==> config.mk <==
export PLATFORM = sky130hd
export DESIGN_NAME = serial_queue_top
export DESIGN_NICKNAME = d
export VERILOG_FILES = /design/src/rtl/serial_queue_pkg.sv /design/src/rtl/serial_queue_byte_fifo.sv /design/src/rtl/serial_queue_top.sv
export SDC_FILE = /design/constraint.sdc
export NUM_CORES = 1
export LEC_CHECK = 0
export CORE_ASPECT_RATIO = 1.5
export CORE_MARGIN = 5
export CORE_UTILIZATION = 53
export DETAILED_ROUTE_END_ITERATION = 12
export GPL_TIMING_DRIVEN = 0
export PLACE_DENSITY_LB_ADDON = 0.05
export SYNTH_ARGS = -nofsm -noshare
export SYNTH_HDL_FRONTEND = slang
export SYNTH_SLANG_ARGS = --single-unit
==> constraint.sdc <==
create_clock -name clock1M -period 7.6 [get_ports clock1M]
set_clock_uncertainty 0.05 [all_clocks]
set_input_delay 1.52 -clock clock1M [delete_from_list [all_inputs] [get_ports clock1M]]
set_output_delay 1.52 -clock clock1M [all_outputs]
set_load 0.05 [all_outputs]
==> src/rtl/serial_queue_pkg.sv <==
// Shared types and default sizing for the serial byte queue.
// INPUT_SYNC_EN (see serial_queue_top) does not change anything in this package.
package serial_queue_pkg;

    localparam int SQ_WIDTH = 8;
    localparam int SQ_DEPTH = 8;
    localparam int PTR_W    = $clog2(SQ_DEPTH);

    typedef enum logic {
        IDLE  = 1'b0,
        SHIFT = 1'b1
    } tx_state_t;

endpackage

==> src/rtl/serial_queue_byte_fifo.sv <==
// byte_fifo: circular-buffer FIFO with occupancy count.
// A push while full is dropped unless a pop happens in the same cycle.
module byte_fifo
    import serial_queue_pkg::*;
#(
    parameter int WIDTH = SQ_WIDTH,
    parameter int DEPTH = SQ_DEPTH,
    parameter int PW    = PTR_W
) (
    input  logic             clk,
    input  logic             rst_n,
    input  logic             push,
    input  logic [WIDTH-1:0] push_data,
    input  logic             pop,
    output logic [WIDTH-1:0] head,
    output logic             full,
    output logic             empty,
    output logic [PW:0]      count
);

    localparam int CW = PW + 1;

    logic [WIDTH-1:0] mem_q [DEPTH];
    logic [PW-1:0]    wr_ptr_q, wr_ptr_d;
    logic [PW-1:0]    rd_ptr_q, rd_ptr_d;
    logic [CW-1:0]    count_q, count_d;
    logic             wr_en;
    logic             rd_en;

    assign full  = (count_q == CW'(DEPTH));
    assign empty = (count_q == '0);
    assign count = count_q;
    assign head  = mem_q[rd_ptr_q];

    // Popping frees a slot, so a full FIFO still accepts a same-cycle push.
    assign rd_en = pop & ~empty;
    assign wr_en = push & (~full | rd_en);

    always_comb begin
        wr_ptr_d = wr_ptr_q;
        rd_ptr_d = rd_ptr_q;
        count_d  = count_q;
        if (wr_en) begin
            wr_ptr_d = wr_ptr_q + PW'(1);
        end
        if (rd_en) begin
            rd_ptr_d = rd_ptr_q + PW'(1);
        end
        case ({wr_en, rd_en})
            2'b10:   count_d = count_q + CW'(1);
            2'b01:   count_d = count_q - CW'(1);
            default: count_d = count_q;
        endcase
    end

    always_ff @(posedge clk or negedge rst_n) begin
        if (!rst_n) begin
            wr_ptr_q <= '0;
            rd_ptr_q <= '0;
            count_q  <= '0;
        end else begin
            wr_ptr_q <= wr_ptr_d;
            rd_ptr_q <= rd_ptr_d;
            count_q  <= count_d;
        end
    end

    always_ff @(posedge clk) begin
        if (wr_en) begin
            mem_q[wr_ptr_q] <= push_data;
        end
    end

endmodule

==> src/rtl/serial_queue_top.sv <==
// serial_queue_top: serial-in MSB-first byte assembly, FIFO, serial-out transmitter.
// Define INPUT_SYNC_EN to put a 2-flop synchronizer on write_in, data_in and dequeue_in.
module serial_queue_top
    import serial_queue_pkg::*;
#(
    parameter int WIDTH = SQ_WIDTH,
    parameter int DEPTH = SQ_DEPTH
) (
    input  logic clock1M,
    input  logic reset,
    input  logic data_in,
    input  logic write_in,
    input  logic dequeue_in,
    output logic data_out,
    output logic status_out
);

    localparam int BC_W  = $clog2(WIDTH);
    localparam int CNT_W = $clog2(DEPTH) + 1;

    // Input bundle order: {write, data, dequeue}.
    logic [2:0] in_s;

`ifdef INPUT_SYNC_EN
    logic [2:0] sync1_q, sync1_d;
    logic [2:0] sync2_q, sync2_d;

    always_comb begin
        sync1_d = {write_in, data_in, dequeue_in};
        sync2_d = sync1_q;
    end

    always_ff @(posedge clock1M or negedge reset) begin
        if (!reset) begin
            sync1_q <= '0;
            sync2_q <= '0;
        end else begin
            sync1_q <= sync1_d;
            sync2_q <= sync2_d;
        end
    end

    assign in_s = sync2_q;
`else
    assign in_s = {write_in, data_in, dequeue_in};
`endif

    logic [1:0] prev_q, prev_d;
    logic       wr_edge;
    logic       deq_edge;
    logic       data_bit;

    assign prev_d   = {in_s[2], in_s[0]};
    assign wr_edge  = in_s[2] & ~prev_q[1];
    assign deq_edge = in_s[0] & ~prev_q[0];
    assign data_bit = in_s[1];

    logic [WIDTH-1:0] shreg_q, shreg_d;
    logic [BC_W-1:0]  bitcnt_q, bitcnt_d;
    logic             push_q, push_d;
    logic [WIDTH-1:0] push_word_q, push_word_d;

    // The completed word is held one cycle in push_word_q before entering the FIFO.
    always_comb begin
        shreg_d     = shreg_q;
        bitcnt_d    = bitcnt_q;
        push_d      = 1'b0;
        push_word_d = push_word_q;
        if (wr_edge) begin
            shreg_d = {shreg_q[WIDTH-2:0], data_bit};
            if (bitcnt_q == BC_W'(WIDTH - 1)) begin
                bitcnt_d    = '0;
                push_d      = 1'b1;
                push_word_d = {shreg_q[WIDTH-2:0], data_bit};
            end else begin
                bitcnt_d = bitcnt_q + BC_W'(1);
            end
        end
    end

    logic [WIDTH-1:0] fifo_head;
    logic             fifo_full;
    logic             fifo_empty;
    logic [CNT_W-1:0] fifo_count;
    logic             fifo_push;
    logic             pop;

    tx_state_t        state_q;
    logic [WIDTH-1:0] txreg_q;
    logic [BC_W-1:0]  txcnt_q;
    logic             data_out_q;
    logic             status_q, status_d;

    assign pop       = deq_edge & (state_q == IDLE) & ~fifo_empty;
    assign fifo_push = push_q & (~fifo_full | pop);
    assign status_d  = (fifo_count != '0);

    byte_fifo #(
        .WIDTH (WIDTH),
        .DEPTH (DEPTH),
        .PW    ($clog2(DEPTH))
    ) u_fifo (
        .clk       (clock1M),
        .rst_n     (reset),
        .push      (fifo_push),
        .push_data (push_word_q),
        .pop       (pop),
        .head      (fifo_head),
        .full      (fifo_full),
        .empty     (fifo_empty),
        .count     (fifo_count)
    );

    always_ff @(posedge clock1M or negedge reset) begin
        if (!reset) begin
            prev_q      <= '0;
            shreg_q     <= '0;
            bitcnt_q    <= '0;
            push_q      <= 1'b0;
            push_word_q <= '0;
            status_q    <= 1'b0;
        end else begin
            prev_q      <= prev_d;
            shreg_q     <= shreg_d;
            bitcnt_q    <= bitcnt_d;
            push_q      <= push_d;
            push_word_q <= push_word_d;
            status_q    <= status_d;
        end
    end

    // Dequeue edges outside IDLE are dropped, never remembered.
    always_ff @(posedge clock1M or negedge reset) begin
        if (!reset) begin
            state_q    <= IDLE;
            txreg_q    <= '0;
            txcnt_q    <= '0;
            data_out_q <= 1'b0;
        end else begin
            case (state_q)
                IDLE: begin
                    data_out_q <= 1'b0;
                    if (pop) begin
                        txreg_q <= fifo_head;
                        txcnt_q <= '0;
                        state_q <= SHIFT;
                    end
                end
                SHIFT: begin
                    data_out_q <= txreg_q[WIDTH-1];
                    txreg_q    <= {txreg_q[WIDTH-2:0], 1'b0};
                    if (txcnt_q == BC_W'(WIDTH - 1)) begin
                        state_q <= IDLE;
                    end else begin
                        txcnt_q <= txcnt_q + BC_W'(1);
                    end
                end
                default: begin
                    state_q    <= IDLE;
                    data_out_q <= 1'b0;
                end
            endcase
        end
    end

    assign data_out   = data_out_q;
    assign status_out = status_q;

endmodule

==> results.sh <==
export IMPL_grt_pass1_wl_microns=12010
export IMPL_post_cts_buffers=0
export IMPL_hold_class="reg -> reg"
export IMPL_worst_hold_slack_ps=448.7
export IMPL_p_per_area_nw_per_um2=365.4
export IMPL_p_leak_nw=1.872
export IMPL_die_height_microns=122.3
export IMPL_worstPathArrival_ps=4210
export IMPL_drive_above_1_share=0.2544
export IMPL_period_share=0.5321
export IMPL_syn_area_sq_um=4454
export IMPL_vias=2138
export IMPL_rows=41
export IMPL_crit_path_end_kind="flop"
export IMPL_initialDrtViolationCount=121
export IMPL_die_area_sq_um=10380
export IMPL_wl_per_cell_microns=17.97
export IMPL_ys_ff_latch=109
export IMPL_dp_hpwl_microns=5017
export IMPL_slew_headroom=0.1389
export IMPL_place_congestion=0.7195
export IMPL_overflow=0
export IMPL_clock_sinks=109
export IMPL_cts_buffers=9
export IMPL_synth_nets=278
export IMPL_clk_path_buf_depth=2
export IMPL_power_mw=1.826
export IMPL_grt_start_max_net_pins=30
export IMPL_netlist_top_cells_area="edfxtp_1 (43%), dfrtp_1 (25%), mux4_2 (8.1%)"
export IMPL_cts_htree_levels=3
export IMPL_worst_pin_slew_ps=1282
export IMPL_ys_seq_area_frac=0.6843
export IMPL_synthFlopType="edfxtp_1"
export IMPL_clk_latency_ps=340
export IMPL_rsz0062_at_grt="false"
export IMPL_vias_per_cell=5.426
export IMPL_cts_hold_buf=0
export IMPL_cts_root_buffer="clkbuf_16"
export IMPL_fin_crit_ps=4044
export IMPL_hold_viol_final=0
export IMPL_fillers=644
export IMPL_yosysUniqueCellTypes=38
export IMPL_syn_mean_instance_area_sq_um=16.94
export IMPL_yosys_area_top_type_share=0.4315
export IMPL_first_global_vias=2252
export IMPL_drv_cap=0
export IMPL_crit_type="in -> reg"
export IMPL_synthCells=263
export IMPL_fin_nets=298
export IMPL_io_buffers=6
export IMPL_num_io_pins=7
export IMPL_core_sq_um=8310
export IMPL_start_util=0.5360
export IMPL_synth_largest_area_cell="edfxtp_1"
export IMPL_async_flop_share=0.4128
export IMPL_yosys_warnings=0
export IMPL_wl_microns=7080
export IMPL_postRouteAntennaNets=0
export IMPL_ir_drop_v=0.0001749
export IMPL_crit_fanout=8
export IMPL_pre_cts_slack_ps=3079
export IMPL_setup_ws_ps=3556
export IMPL_setup_tns_ps=0
export IMPL_maxSlewViolCount=0
export IMPL_cp_required_ps=7760
export IMPL_cp_start_kind="primary input"
export IMPL_antenna_diode_count=0
export IMPL_status="complete, no violations"
export IMPL_first_pass_iters=4
export IMPL_tritoncts="built"
export IMPL_setup_viol=0
export IMPL_cts_resized=0
export IMPL_fmax_mhz=247.3
export IMPL_drc=0
export IMPL_area_growth_pct=12.16
export IMPL_clk_pin_slew_ps=60
export IMPL_die_x_microns=84.85
export IMPL_synth_edff_count=64
export IMPL_antenna_found_initial=0
export IMPL_grt_use_total=0.1553
stage by stage:
| step | util | cell area [sq um] | instances |
|---|---|---|---|
| floorplan | - | 4454 | 263 |
| global placement | 0.5593 | 4648 | 376 |
| global route | 0.6012 | 4996 | 394 |
| finish | 0.6012 | 4996 | 394 |
| CTS | 0.5997 | 4984 | 393 |
| detailed placement | 0.5628 | 4677 | 378 |
layout by cell type, fill, tap and decap left out, types with 2 or more instances in the layout:
master           Yosys  layout
edfxtp_1            64      64
nand3_1              3       3
nor4_1               3       2
mux2_2              19      19
nand2b_1             4       4
ha_1                 9       9
buf_6                3       3
bufinv_16            0       2
xor2_1               2       2
xnor2_1              4       4
inv_2                2       2
buf_4                1       2
buf_2                3       4
inv_1               10      10
nand2_1             24      24
mux2i_1              9       9
clkbuf_16            0       9
nand3b_1             2       2
nor3_1               6       5
clkdlybuf4s50_1      0       5
o21ai_0              6       6
mux4_2              16      16
o221ai_2             6       6
dfrtp_1             45      45
nor2_1               4       4
clkbuf_1             3       4
state kept, by name (all words and copies together), names as in the netlist:
signal and count:
data_out 1, bitcnt_q 3, u_fifo.rd_ptr_q 3, txcnt_q 3
u_fifo.wr_ptr_q 3, shreg_q 7, status_out 1, push_word_q 8
u_fifo.mem_q 64, state_q 1, prev_q 2, u_fifo.count 4
txreg_q 8, push_q 1
final timing paths:
check,end,depth (start not counted),slack (ps),from
worst min-delay path,data_out,1,450,txreg_q[7]
worst min register to register,data_out,1,450,txreg_q[7]
worst max-delay path,u_fifo.count[3],9,3560,dequeue_in
worst max register to register,u_fifo.count[3],9,4680,state_q
min in group asynchronous,txreg_q[3],1,1060,reset
max in group asynchronous,push_word_q[3],2,5940,reset
critical path, stage by stage:
cell             delay (ps)
clkdlybuf4s50_1         460
or3b_4                  410
a31oi_2                 350
inv_2                   120
ha_1                    310
ha_1                    320
a21oi_1                 220
o21ai_0                 140
o311ai_0                350
kinds of logic after synthesis:
kind of cell | share of synthesized area
buffers and inverters | 0.02949
adders and majority gates | 0.02978
AOI/OAI and AO/OA | 0.03680
and+or+nand+nor | 0.05871
muxes | 0.1492
xor gates and xnor gates | 0.01180
DFF | 0.6843
cells in the mapped netlist (3+ instances only):
| master | number |
|---|---|
| buf_2 | 3 |
| mux2i_1 | 9 |
| mux4_2 | 16 |
| o221ai_2 | 6 |
| nand3_1 | 3 |
| nand2_1 | 24 |
| nor3_1 | 6 |
| nor4_1 | 3 |
| edfxtp_1 | 64 |
| nand2b_1 | 4 |
| buf_6 | 3 |
| dfrtp_1 | 45 |
| ha_1 | 9 |
| nor2_1 | 4 |
| o21ai_0 | 6 |
| mux2_2 | 19 |
| xnor2_1 | 4 |
| clkbuf_1 | 3 |
| inv_1 | 10 |
area by class of cell:
type	count	area (sq um)	area share
timing repair buffer	9	90.09	0.01803
clock inverter	5	77.57	0.01553
tap	107	133.9	0.02680
multi-input combinational	130	1286	0.2574
sequential	109	3048	0.6101
clock buffer	10	229.0	0.04583
inverter	12	45.04	0.009016
buffer	12	86.33	0.01728
power by group:
group | total, mW | internal (mW) | switching [mW]
logic | 0.467 | 0.236 | 0.232
registers | 0.879 | 0.774 | 0.104
clock network | 0.480 | 0.286 | 0.194
total | 1.83 | 1.30 | 0.530
layer usage:
| metal | global-route usage | up-vias | routed length, microns |
|---|---|---|---|
| li1 | - | 1026 | - |
| met1 | 0.2002 | 1085 | 3068 |
| met2 | 0.2554 | 16 | 3726 |
| met3 | 0.02619 | 11 | 129 |
| met4 | 0.07723 | 0 | 155 |
| met5 | 0 | - | 0 |
(Power assumes the default switching activity.)
